**config.mk**
```make
export PLATFORM = sky130hd
export DESIGN_NAME = ram_arbiter
export DESIGN_NICKNAME = d
export VERILOG_FILES = /design/src/rtl/ram_arbiter_pkg.sv /design/src/rtl/ram_arb_grant.sv /design/src/rtl/ram_arbiter.sv
export SDC_FILE = /design/constraint.sdc
export NUM_CORES = 1
export LEC_CHECK = 0
export ABC_AREA = 1
export BUFFER_PORTS_ARGS = -buffer_cell sky130_fd_sc_hd__buf_2
export CAP_MARGIN = 10
export CORE_MARGIN = 10
export CORE_UTILIZATION = 51
export CTS_CLUSTER_DIAMETER = 30
export DETAILED_ROUTE_END_ITERATION = 8
export GPL_ROUTABILITY_DRIVEN = 0
export PLACE_DENSITY = 0.91
export SLEW_MARGIN = 30
export SYNTH_ARGS = -nofsm -noshare
export SYNTH_HDL_FRONTEND = slang
export SYNTH_HIERARCHICAL = 1
export SYNTH_SLANG_ARGS = --single-unit
```
**constraint.sdc**
```tcl
create_clock -name Clock -period 10 [get_ports Clock]
set_input_delay 1 -clock Clock [delete_from_list [all_inputs] [get_ports Clock]]
set_output_delay 1 -clock Clock [all_outputs]
set_load 0.01 [all_outputs]
```
**src/rtl/ram_arbiter_pkg.sv**
```systemverilog
// Shared types and constants for the RAM sequencer/arbiter and its grant sub-block.
package ram_arbiter_pkg;

  typedef enum logic [1:0] {
    IDLE    = 2'd0,
    ZUGRIFF = 2'd1,
    WARTEN  = 2'd2,
    QUITT   = 2'd3
  } state_e;

  localparam logic PORT_BEFEHL = 1'b0;
  localparam logic PORT_DATEN  = 1'b1;

endpackage

```
**src/rtl/ram_arb_grant.sv**
```systemverilog
// Winner selection between fetch and data port.
// RAM_ARB_ROUND_ROBIN_EN adds a last-winner pointer; otherwise the data port has fixed priority.
module ram_arb_grant
  import ram_arbiter_pkg::*;
(
`ifdef RAM_ARB_ROUND_ROBIN_EN
  input  logic clk_i,
  input  logic rst_i,
  input  logic grant_i,
`endif
  input  logic b_req_i,
  input  logic d_req_i,
  output logic win_o
);

`ifdef RAM_ARB_ROUND_ROBIN_EN
  logic ptr_q;
  logic ptr_d;

  // Winner: on a tie, the port that did not win last time.
  always_comb begin
    if (b_req_i && d_req_i) begin
      win_o = ~ptr_q;
    end else if (d_req_i) begin
      win_o = PORT_DATEN;
    end else begin
      win_o = PORT_BEFEHL;
    end
    if (grant_i) begin
      ptr_d = win_o;
    end else begin
      ptr_d = ptr_q;
    end
  end

  // Last-winner pointer; reset value makes the fetch port favoured first.
  always_ff @(posedge clk_i or posedge rst_i) begin
    if (rst_i) begin
      ptr_q <= PORT_DATEN;
    end else begin
      ptr_q <= ptr_d;
    end
  end
`else
  // Fixed priority: any data request wins.
  always_comb begin
    if (d_req_i) begin
      win_o = PORT_DATEN;
    end else begin
      win_o = PORT_BEFEHL;
    end
  end
`endif

endmodule

```
**src/rtl/ram_arbiter.sv**
```systemverilog
// Two-port sequencer/arbiter in front of a single-port RAM (fetch read-only, data read/write).
// Optional round-robin arbitration with RAM_ARB_ROUND_ROBIN_EN.
module ram_arbiter
  import ram_arbiter_pkg::*;
#(
  parameter  int WORDSIZE = 32,
  parameter  int WORDS    = 32,
  localparam int AW       = $clog2(WORDS)
) (
  input  logic                Clock,
  input  logic                Reset,
  input  logic                B_Anfrage,
  input  logic [AW-1:0]       B_Adresse,
  output logic [WORDSIZE-1:0] B_Daten,
  output logic                B_Fertig,
  input  logic                D_Anfrage,
  input  logic                D_Schreiben,
  input  logic [AW-1:0]       D_Adresse,
  input  logic [WORDSIZE-1:0] D_DatenRein,
  output logic [WORDSIZE-1:0] D_DatenRaus,
  output logic                D_Fertig,
  output logic                LesenAn,
  output logic                SchreibenAn,
  output logic [AW-1:0]       Adresse,
  output logic [WORDSIZE-1:0] DatenRein,
  input  logic [WORDSIZE-1:0] DatenRaus,
  input  logic                DatenBereit,
  input  logic                DatenGeschrieben,
  output logic                Belegt
);

  state_e              state_q, state_d;
  logic                port_q, port_d;
  logic                wr_q, wr_d;
  logic [AW-1:0]       adr_q, adr_d;
  logic [WORDSIZE-1:0] din_q, din_d;
  logic                lesen_q, lesen_d;
  logic                schreiben_q, schreiben_d;
  logic                b_fertig_q, b_fertig_d;
  logic                d_fertig_q, d_fertig_d;
  logic [WORDSIZE-1:0] b_daten_q, b_daten_d;
  logic [WORDSIZE-1:0] d_daten_q, d_daten_d;
  logic                belegt_q, belegt_d;
  logic                win_s;
  logic                req_wr_s;

`ifdef RAM_ARB_ROUND_ROBIN_EN
  logic grant_s;
  assign grant_s = (state_q == IDLE) && (B_Anfrage || D_Anfrage);
`endif

  ram_arb_grant u_grant (
`ifdef RAM_ARB_ROUND_ROBIN_EN
    .clk_i   (Clock),
    .rst_i   (Reset),
    .grant_i (grant_s),
`endif
    .b_req_i (B_Anfrage),
    .d_req_i (D_Anfrage),
    .win_o   (win_s)
  );

  // Next-state and registered-output logic of the access sequencer.
  always_comb begin
    state_d     = state_q;
    port_d      = port_q;
    wr_d        = wr_q;
    adr_d       = adr_q;
    din_d       = din_q;
    lesen_d     = 1'b0;
    schreiben_d = 1'b0;
    b_fertig_d  = 1'b0;
    d_fertig_d  = 1'b0;
    b_daten_d   = b_daten_q;
    d_daten_d   = d_daten_q;
    req_wr_s    = (win_s == PORT_DATEN) && D_Schreiben;
    case (state_q)
      IDLE: begin
        if (B_Anfrage || D_Anfrage) begin
          state_d     = ZUGRIFF;
          port_d      = win_s;
          wr_d        = req_wr_s;
          adr_d       = (win_s == PORT_DATEN) ? D_Adresse : B_Adresse;
          din_d       = req_wr_s ? D_DatenRein : din_q;
          lesen_d     = ~req_wr_s;
          schreiben_d = req_wr_s;
        end else begin
          state_d = IDLE;
        end
      end
      ZUGRIFF: begin
        state_d = WARTEN;
      end
      WARTEN: begin
        // Only the response matching the strobed access type is accepted.
        if (wr_q ? DatenGeschrieben : DatenBereit) begin
          state_d    = QUITT;
          b_fertig_d = (port_q == PORT_BEFEHL);
          d_fertig_d = (port_q == PORT_DATEN);
          if (wr_q) begin
            d_daten_d = d_daten_q;
          end else if (port_q == PORT_DATEN) begin
            d_daten_d = DatenRaus;
          end else begin
            b_daten_d = DatenRaus;
          end
        end else begin
          state_d = WARTEN;
        end
      end
      QUITT: begin
        state_d = IDLE;
      end
      default: begin
        state_d = IDLE;
      end
    endcase
    belegt_d = (state_d != IDLE);
  end

  // State and output registers.
  always_ff @(posedge Clock or posedge Reset) begin
    if (Reset) begin
      state_q     <= IDLE;
      port_q      <= PORT_BEFEHL;
      wr_q        <= 1'b0;
      adr_q       <= {AW{1'b0}};
      din_q       <= {WORDSIZE{1'b0}};
      lesen_q     <= 1'b0;
      schreiben_q <= 1'b0;
      b_fertig_q  <= 1'b0;
      d_fertig_q  <= 1'b0;
      b_daten_q   <= {WORDSIZE{1'b0}};
      d_daten_q   <= {WORDSIZE{1'b0}};
      belegt_q    <= 1'b0;
    end else begin
      state_q     <= state_d;
      port_q      <= port_d;
      wr_q        <= wr_d;
      adr_q       <= adr_d;
      din_q       <= din_d;
      lesen_q     <= lesen_d;
      schreiben_q <= schreiben_d;
      b_fertig_q  <= b_fertig_d;
      d_fertig_q  <= d_fertig_d;
      b_daten_q   <= b_daten_d;
      d_daten_q   <= d_daten_d;
      belegt_q    <= belegt_d;
    end
  end

  assign LesenAn     = lesen_q;
  assign SchreibenAn = schreiben_q;
  assign Adresse     = adr_q;
  assign DatenRein   = din_q;
  assign B_Daten     = b_daten_q;
  assign B_Fertig    = b_fertig_q;
  assign D_DatenRaus = d_daten_q;
  assign D_Fertig    = d_fertig_q;
  assign Belegt      = belegt_q;

endmodule

```
==> impl_metrics.tcl <==
set metrics [dict create \
    required_ns 10.23 \
    worstPathArrival_ns 2.24 \
    synthTopCellsByArea "dfrtp_1 62%, nand2_1 18%, nand4_1 4.5%, inv_1 3.6%, o21ai_1 3.6%" \
    start_util_pct 53.1 \
    fin_crit_ns 2.01 \
    report.final.slew_viol_count 0 \
    rr_worst_depth 5 \
    seq_area_frac_synth_pct 62.2 \
    ys_warn_count 6 \
    wl_per_cell_um 16.7 \
    drv_cap 0 \
    rrSetupSlack_ns 8.04 \
    dr.first_iter.drc_count 247 \
    timing.fmax_mhz 498 \
    start_kind "input port" \
    yosysTopAreaCellShare_pct 62.2 \
    drtPass1Iterations 5 \
    setup_slack_ns 7.99 \
    antenna_found_initial 1 \
    die_area_um2 12800 \
    ys_ff_latch 110 \
    ant_nets 0 \
    grt_pass1_vias 4164 \
    fin_crit_sh_pct 20.1 \
    critPathMostFrequentCell "nand2_1" \
    min_to "B_Fertig" \
    crit_family "simple AND/OR/NAND/NOR gates" \
    insertion_delay_ns 0.35 \
    final_layout_size_suffix_gt1_share_pct 32.2 \
    drc 0 \
    avgViaCountPerCell 5.19 \
    netlist.top_cell.by_area "dfrtp_1" \
    finClkSkew_ns 0.0184 \
    dpl.hpwl_um 9460 \
    setup_viol 0 \
    cp_slowest_cell "nand2_2" \
    syn_avg_cell_area_um2 9.20 \
    cts_tree "yes" \
    hold_depth 1 \
    cts_num_sinks 110 \
    layout_commonest_cell "nand2_1" \
    power.leakage_nw 3.26 \
    path_buf_inv 1 \
    synth_area_um2 4430 \
    hp-start "port_q" \
    status "finished clean" \
    cts_resized 0 \
    io_pins 187 \
    grt_max_degree 65 \
    core_area_um2 8340 \
    worstMarginPinSlew_ns 0.884 \
    max_slew_margin_pct 41.0 \
    htreeDepth 3 \
    rsz0062_at_grt "false" \
    fp-row-count 33 \
    die_y_um 113 \
    cts_setup_buffers 0 \
    num_antenna_cells 0 \
    vias 3963 \
    syn_nets 564 \
    setup_tns_ns 0 \
    cts.hold.buffers_added 0 \
    r2r-start "port_q" \
    path_cells "buf_2, nor2_1, nor2_4, nand2_2, nand2_1, nand2_1" \
    grt_usage_pct 19.6 \
    p_per_area_nw_per_um2 308 \
    end_kind "flip-flop" \
    final_cell_mix "212 x nand2_1, 186 x buf_2, 110 x dfrtp_1" \
    cp_slowest_stage_delay_ns 0.40 \
    syn_inst 481 \
    final_nets 736 \
    finalWirelength_um 12800 \
    path_max_fanout 33 \
    clk_pin_slew_ns 0.10 \
    fp.dieW_um 113 \
    cts_buffers 9 \
    overflow 0 \
    synth_cell_types 23 \
    cts_buffer_depth 2 \
    peakVddDrop_mv 0.163 \
    cts_root_buf "clkbuf_8" \
    port_buffers 186 \
    grt_pass1_wl_um 20800 \
    rr_endpoint "D_DatenRaus[25]" \
    hold_viol_final 0 \
    worstHoldPathType "flip-flop to flip-flop" \
    setup.worst_path.class "input port to flip-flop" \
    synthToLayoutAreaGrowth_pct 24.8 \
    place_ws_ns 7.62 \
]
## flip-flops by register name, summed over array words and instances (netlist names)
| name | cells |
|---|---|
| Adresse | 5 |
| D_DatenRaus | 32 |
| wr_q | 1 |
| port_q | 1 |
| LesenAn | 1 |
| DatenRein | 32 |
| B_Fertig | 1 |
| SchreibenAn | 1 |
| state_q | 2 |
| D_Fertig | 1 |
| B_Daten | 32 |
| Belegt | 1 |
## per-layer routing
| layer | share of wire (%) | GRT usage [%] |
|---|---|---|
| met5 | 0.055 | 0 |
| met4 | 0.96 | 4.99 |
| met3 | 12 | 8.35 |
| met2 | 46 | 31.4 |
| met1 | 41 | 23.7 |
## final cells by class
| cell class | instances | area [µm²] |
|---|---|---|
| clock buffers | 12 | 135 |
| clock inverters | 4 | 31.3 |
| fillers | 691 | 2820 |
| inverters | 44 | 168 |
| multi-input cells | 300 | 1360 |
| flip-flops and latches | 110 | 2750 |
| well taps | 105 | 131 |
| repair buffers | 188 | 946 |
## synthesized netlist by cell type, drive strengths merged
master	n
nor2	7
buf	24
nand4	33
nand3b	1
o211ai	5
nand3	2
dfrtp	110
inv	44
o21ai	35
nand2	215
ha	2
clkbuf	3
## power breakdown
part / switching (mW) / internal (mW)
sequential: 0.110 / 0.644
combinational: 0.451 / 0.257
clock: 0.146 / 0.0922
## per-stage QoR
| step | util, % | hold slack, ns | power [mW] | std cells | area [µm²] |
|---|---|---|---|---|---|
| after floorplan | - | 0.402 | 1.16 | 481 | 4430 |
| after global placement | 64.2 | 0.418 | 1.44 | 747 | 5350 |
| after detailed placement | 64.3 | 0.427 | 1.48 | 747 | 5360 |
| after CTS | 66.2 | 0.469 | 1.72 | 763 | 5530 |
| after global routing | 66.2 | 0.483 | 1.83 | 763 | 5530 |
| final | 66.2 | 0.451 | 1.70 | 763 | 5530 |
## logic make-up after synthesis
family	Yosys count	synth area share, %
adders and majority gates	2	0.565
and+or+nand+nor	258	25.2
buffers and inverters	71	7.18
AOI/OAI and AO/OA	40	4.89
DFF	110	62.2
## worst reg2reg max path, stage by stage, from the launching register on
cell,delay [ns]
dfrtp_1,0.36
inv_1,0.13
nor2_4,0.65
nand3_4,0.45
nand2_1,0.19
nand2_1,0.07
## worst max-delay path by stage
| stage | from | end | slack, ns | depth (start not counted) |
|---|---|---|---|---|
| after floorplan | Reset | Adresse[0] | 6.10 | 1 |
| after global placement | D_Anfrage | DatenRein[12] | 7.47 | 5 |
| after detailed placement | DatenBereit | B_Daten[2] | 7.62 | 3 |
| after CTS | port_q | D_DatenRaus[25] | 7.98 | 5 |
| after global routing | port_q | D_DatenRaus[16] | 7.83 | 5 |
| final | D_Anfrage | DatenRein[28] | 7.99 | 6 |
No activity file was read; power rests on OpenSTA's default activity.
